--- src/rtl/tribus_arbiter.sv ---
// tribus_arbiter: sequencing controller for one sn74ls441 tridirectional
// open-collector buffer shared by three bus owners A, B and C.
// Grants the buffer round-robin and drives its controls so that the source
// select is always set up with every output disabled, and every transfer
// ends in a turnaround gap. Two drivers therefore never fight on the buses.
//
// Ports:
//   clk            rising-edge clock
//   rst            synchronous active-high reset
//   req[2:0]       source requests, bit0=A, bit1=B, bit2=C
//   dest_a/b/c     destination masks {C,B,A}; the source's own bit is ignored
//   gnt[2:0]       one-hot grant, high only during DRIVE
//   busy           high whenever the sequencer is not idle
//   done           one-cycle pulse on entry to TURN
//   cs             buffer chip select, active-low
//   s1, s0         source select: 00=A, 01=B, 10=C, 11=none
//   ga, gb, gc     per-port output enables, active-low
module tribus_arbiter #(
    parameter int unsigned SETUP_CYC = 1,
    parameter int unsigned TURN_CYC  = 2,
    parameter int unsigned HOLD_MAX  = 16
) (
    input  logic       clk,
    input  logic       rst,
    input  logic [2:0] req,
    input  logic [2:0] dest_a,
    input  logic [2:0] dest_b,
    input  logic [2:0] dest_c,
    output logic [2:0] gnt,
    output logic       busy,
    output logic       done,
    output logic       cs,
    output logic       s1,
    output logic       s0,
    output logic       ga,
    output logic       gb,
    output logic       gc
);

    localparam int unsigned CNT_W = 8;

    typedef enum logic [1:0] {
        IDLE  = 2'd0,
        SETUP = 2'd1,
        DRIVE = 2'd2,
        TURN  = 2'd3
    } state_t;

    state_t           state;
    logic [1:0]       ptr;      // index of the highest-priority port
    logic [1:0]       win;      // latched winner index
    logic [2:0]       mask;     // latched destination mask, self bit cleared
    logic [CNT_W-1:0] cnt;      // cycles spent in the current state

    logic       found;
    logic [1:0] pick;
    logic [2:0] idx;
    logic [2:0] cand_dest;
    logic [2:0] cand_mask;

    // Round-robin scan starting at ptr, order A->B->C->A.
    always_comb begin
        found = 1'b0;
        pick  = ptr;
        idx   = 3'd0;
        for (int i = 0; i < 3; i++) begin
            idx = 3'(ptr) + 3'(i);
            if (idx >= 3'd3) begin
                idx = idx - 3'd3;
            end
            if (!found && req[idx[1:0]]) begin
                found = 1'b1;
                pick  = idx[1:0];
            end
        end
    end

    // Destination mask of the candidate with its own bit forced to 0.
    always_comb begin
        case (pick)
            2'd0:    cand_dest = dest_a;
            2'd1:    cand_dest = dest_b;
            default: cand_dest = dest_c;
        endcase
        cand_mask = cand_dest & ~(3'b001 << pick);
    end

    // Sequencer; every output is assigned together with the state it belongs to.
    // Counters only increment while below their limit, so they cannot wrap.
    always_ff @(posedge clk) begin
        if (rst) begin
            state <= IDLE;
            ptr   <= 2'd0;
            win   <= 2'd0;
            mask  <= 3'b000;
            cnt   <= '0;
            gnt   <= 3'b000;
            busy  <= 1'b0;
            done  <= 1'b0;
            cs    <= 1'b1;
            s1    <= 1'b1;
            s0    <= 1'b1;
            ga    <= 1'b1;
            gb    <= 1'b1;
            gc    <= 1'b1;
        end else begin
            done <= 1'b0;
            case (state)
                IDLE: begin
                    // A request whose only destination is itself is dropped
                    // for this cycle and re-evaluated on the next one.
                    if (found && (cand_mask != 3'b000)) begin
                        state    <= SETUP;
                        win      <= pick;
                        mask     <= cand_mask;
                        cnt      <= CNT_W'(1);
                        busy     <= 1'b1;
                        cs       <= 1'b0;
                        {s1, s0} <= pick;
                    end
                end
                SETUP: begin
                    if (cnt >= CNT_W'(SETUP_CYC)) begin
                        state        <= DRIVE;
                        cnt          <= CNT_W'(1);
                        gnt          <= 3'b001 << win;
                        {ga, gb, gc} <= {~mask[0], ~mask[1], ~mask[2]};
                    end else begin
                        cnt <= cnt + CNT_W'(1);
                    end
                end
                DRIVE: begin
                    if (!req[win] || (cnt >= CNT_W'(HOLD_MAX))) begin
                        state        <= TURN;
                        cnt          <= CNT_W'(1);
                        gnt          <= 3'b000;
                        {ga, gb, gc} <= 3'b111;
                        done         <= 1'b1;
                        ptr          <= (win == 2'd2) ? 2'd0 : 2'(win + 2'd1);
                    end else begin
                        cnt <= cnt + CNT_W'(1);
                    end
                end
                TURN: begin
                    if (cnt >= CNT_W'(TURN_CYC)) begin
                        state <= IDLE;
                        cnt   <= '0;
                        busy  <= 1'b0;
                        cs    <= 1'b1;
                        s1    <= 1'b1;
                        s0    <= 1'b1;
                    end else begin
                        cnt <= cnt + CNT_W'(1);
                    end
                end
                default: state <= IDLE;
            endcase
        end
    end

endmodule

--- config.mk ---
export PLATFORM = sky130hd
export DESIGN_NAME = tribus_arbiter
export DESIGN_NICKNAME = d
export VERILOG_FILES = /design/src/rtl/tribus_arbiter.sv
export SDC_FILE = /design/constraint.sdc
export NUM_CORES = 1
export LEC_CHECK = 0
export CORE_AREA = 5 5 66 68
export DETAILED_ROUTE_END_ITERATION = 10
export DIE_AREA = 0 0 71 73
export PLACE_DENSITY = 0.78
export SYNTH_ARGS = -nofsm -noshare
export SYNTH_HDL_FRONTEND = slang
export SYNTH_SLANG_ARGS = --single-unit
--- constraint.sdc ---
create_clock -name clk -period 3.4 [get_ports clk]
set_clock_uncertainty 0.1 [all_clocks]
set_input_delay 0.68 -clock clk [delete_from_list [all_inputs] [get_ports clk]]
set_output_delay 0.68 -clock clk [all_outputs]
set_load 0.02 [all_outputs]
==> run_results.csv <==
group,metric,value,unit
status,status,"finished clean",
hold_path,worstHoldStart,"gnt[2]",
cts,cts_max_level,1,
setup_path,path_max_fanout,8,
synth,yosysUniqueCellTypes,56,
floorplan,fp.dieH,73,um
power,powerDensity,677,nW/um^2
grt,grt_max_degree,28,
synth,yosysTopAreaCellShare,29.0,%
synth,synthArstFlopShare,0,%
routing,vias,1624,
sta,tns,0,ps
hold_path,holdCritPathClass,"flip-flop to flip-flop",
routing,drt_pass1_iterations,4,
place,dp_hpwl,3030,um
routing,drc,0,
routing,wire_per_inst,13.7,um
cells_and_area,antenna_cells,0,
routing,ant_nets,0,
setup_path,startpoint_type,"input port",
cts,clock_latency,280,ps
hold_path,hold-path-endpoint,"gnt[2]",
floorplan,core_area,3800,um^2
sta,worstMarginPinSlew,889,ps
grt,grt_use_total,16.5,%
cells_and_area,fin_nets,267,
cells_and_area,area_delta_synth_final,19.0,%
setup_path,path_buf_inv,2,
sta,slew_headroom,40.6,%
setup_path,arrival,3190,ps
cells_and_area,mostFrequentLayoutCells,"28 x dfxtp_1, 24 x nor2_1, 22 x clkdlybuf4s50_1",
power,combinationalPowerShare,53.6,%
hold_path,min_delay_path_depth,2,
cts,cts_buffers,3,
routing,avgViaCountPerCell,5.58,
synth,synth_top_area_cell,"dfxtp_1",
power,p_switching,0.000599,W
place,gp_congestion,0.794,
sta,hold_viol,0,
place,portBuffers,22,
cts,post_cts_buffers,0,
power,p_total,0.00156,W
cts,tritoncts,"yes",
synth,synth_area_leaders,"dfxtp_1 29%, mux2i_1 7.2%, ha_1 7.1%",
synth,seq_area_frac_synth,29.0,%
sta,timing.fmax,320,MHz
setup_path,worstPathRequired,3470,ps
setup_path,r2r_slack,300,ps
place,placed_cell_area,2230,um^2
cells_and_area,fin_area,2300,um^2
sta,final.min_clock_period,3120,ps
setup_path,crit-reg2reg-launch,"ptr[0]",
floorplan,die_w,71,um
sta,setup_viol,0,
power,p_int,0.000958,W
cts,path_clk_slew,90,ps
grt,antenna_found_initial,0,
setup_path,critPathCaptureType,"flip-flop",
setup_path,cpMaxStageDelayCell,"clkdlybuf4s50_1",
cells_and_area,drive_above_1_share,14.5,%
power,p_clk_share,16.7,%
power,swShare,38.5,%
synth,syn_nets,241,
job,maxCapViolCount,0,
sta,slew_viol_final,0,
sta,timing.final.crit_share,91.9,%
synth,synth_area_per_cell,8.96,um^2
setup_path,cpLargestDelayFamily,"simple AND/OR/NAND/NOR gates",
synth,synth_area,1930,um^2
setup_path,r2r_end,"win[1]",
floorplan,rows,23,
setup_path,critPathKind,"input port to flip-flop",
synth,synth_warnings,0,
synth,synthFlopType,"dfxtp_1",
setup_path,worstPathCellList,"clkdlybuf4s50_1 -> buf_4 -> a21oi_1 -> or4b_4 -> and4b_4 -> or3_4 -> a31oi_4 -> mux2_4",
grt,first_global_vias,1589,
synth,synth-edff-count,0,
power,pwr-share-seq,29.7,%
synth,yosys_register_bits,28,
sta,worst_hold_slack,375,ps
power,ir_drop,0.533,mV
grt,grt_pass1_wl,6950,um
grt,overflow,0,
cts,numClockSinks,28,
cts,cts-root-buf,"clkbuf_8",
setup_path,worstRegToRegCells,9,
sta,rsz0062_at_grt,"false",
floorplan,io_pins,25,
cts,cts_buffer_depth,2,
setup_path,max_stage_delay,540,ps
routing,drt-total-wl,3970,um
cells_and_area,final_common_cell,"dfxtp_1",
synth,netlist_instances,216,
cts,hold_buffers,0,
routing,dr.first_iter.drc_count,113,
floorplan,die-area,5180,um^2
power,p_leak,0.874,nW
cts,cts_resized,0,
floorplan,initial_core_util,50.9,%
[per-stage QoR]
step                      setup slack [ps]  cells  util, %
after floorplan                        545    216        -
after global placement                21.3    287     58.7
after detailed placement             -18.5    287     58.7
after CTS                              277    291     60.6
after global routing                   125    291     60.6
final                                  277    291     60.6
[synth_stat cells, drive strengths merged (2+ instances only)]
| cell | number |
|---|---|
| a21oi | 10 |
| o21ai | 4 |
| and4 | 2 |
| nand2 | 14 |
| o21a | 5 |
| nand3 | 2 |
| ha | 11 |
| clkbuf | 5 |
| buf | 4 |
| nor2b | 6 |
| mux2i | 14 |
| o22ai | 2 |
| a21boi | 2 |
| dfxtp | 28 |
| nor2 | 24 |
| a31oi | 6 |
| or2b | 3 |
| o221ai | 2 |
| nand2b | 11 |
| nand3b | 5 |
| a31o | 4 |
| mux2 | 3 |
| o31ai | 3 |
| o32ai | 2 |
| nor3 | 3 |
| nand4 | 2 |
| a311oi | 3 |
| nor3b | 5 |
| or3 | 5 |
| inv | 10 |
[worst min-delay path, cell delays in order, from the launching register on]
cell	delay [ps]
dfxtp_1	320
nand2b_1	60
a21oi_1	50
[sequential cells by signal, summed over array words and instances, names as in the netlist]
| signal | count |
|---|---|
| cnt | 8 |
| gnt | 3 |
| mask | 3 |
| ptr | 2 |
| state | 2 |
| win | 2 |
| busy | 1 |
| cs | 1 |
| done | 1 |
| ga | 1 |
| gb | 1 |
| gc | 1 |
| s0 | 1 |
| s1 | 1 |
[cell families after synthesis]
family,count (synthesis),share of synthesized area [%]
AND/OR/NAND/NOR,93,27.7
AO/OA/AOI/OAI,48,22.4
flip-flops,28,29.0
buffers and inverters,19,4.40
multiplexers,17,9.38
adder cells (fa/ha/maj),11,7.12
[layer usage]
layer	track usage, %	up-vias	share of wire, %	wire, um
li1	-	832	-	-
met2	28.0	21	48	1900
met3	3.31	5	2.7	107
met5	0	-	0	0
met4	6.47	0	1.3	51
met1	20.6	766	48	1920
[final cells by class]
type                            instances  area [um^2]
Tap cell                               50         62.6
Timing Repair Buffer                   30          280
Fill cell                             369         1500
Sequential cell                        28          561
Inverter                               10         37.5
Clock buffer                            3         41.3
Clock inverter                          1         30.0
Multi-Input combinational cell        169         1290
[worst max-delay path by stage]
stage | slack [ps] | depth (start not counted) | startpoint | to
2_1_floorplan | 540 | 9 | ptr[0] | mask[2]
3_3_place_gp | 20 | 8 | req[2] | mask[2]
3_5_place_dp | -20 | 8 | req[0] | win[1]
4_1_cts | 280 | 8 | req[0] | win[1]
5_1_grt | 120 | 10 | ptr[0] | win[1]
6_report | 280 | 8 | req[0] | win[1]
[power by group through the flow]
stage | combinational (W) | clock (W) | sequential [W]
3_3_place_gp | 0.000822 | 0 | 0.000467
3_5_place_dp | 0.000836 | 0 | 0.000469
6_report | 0.000835 | 0.000260 | 0.000462
5_1_grt | 0.000923 | 0.000280 | 0.000475
2_1_floorplan | 0.000580 | 0 | 0.000498
4_1_cts | 0.000840 | 0.000267 | 0.000462
Power figures use the tool's default switching activity.
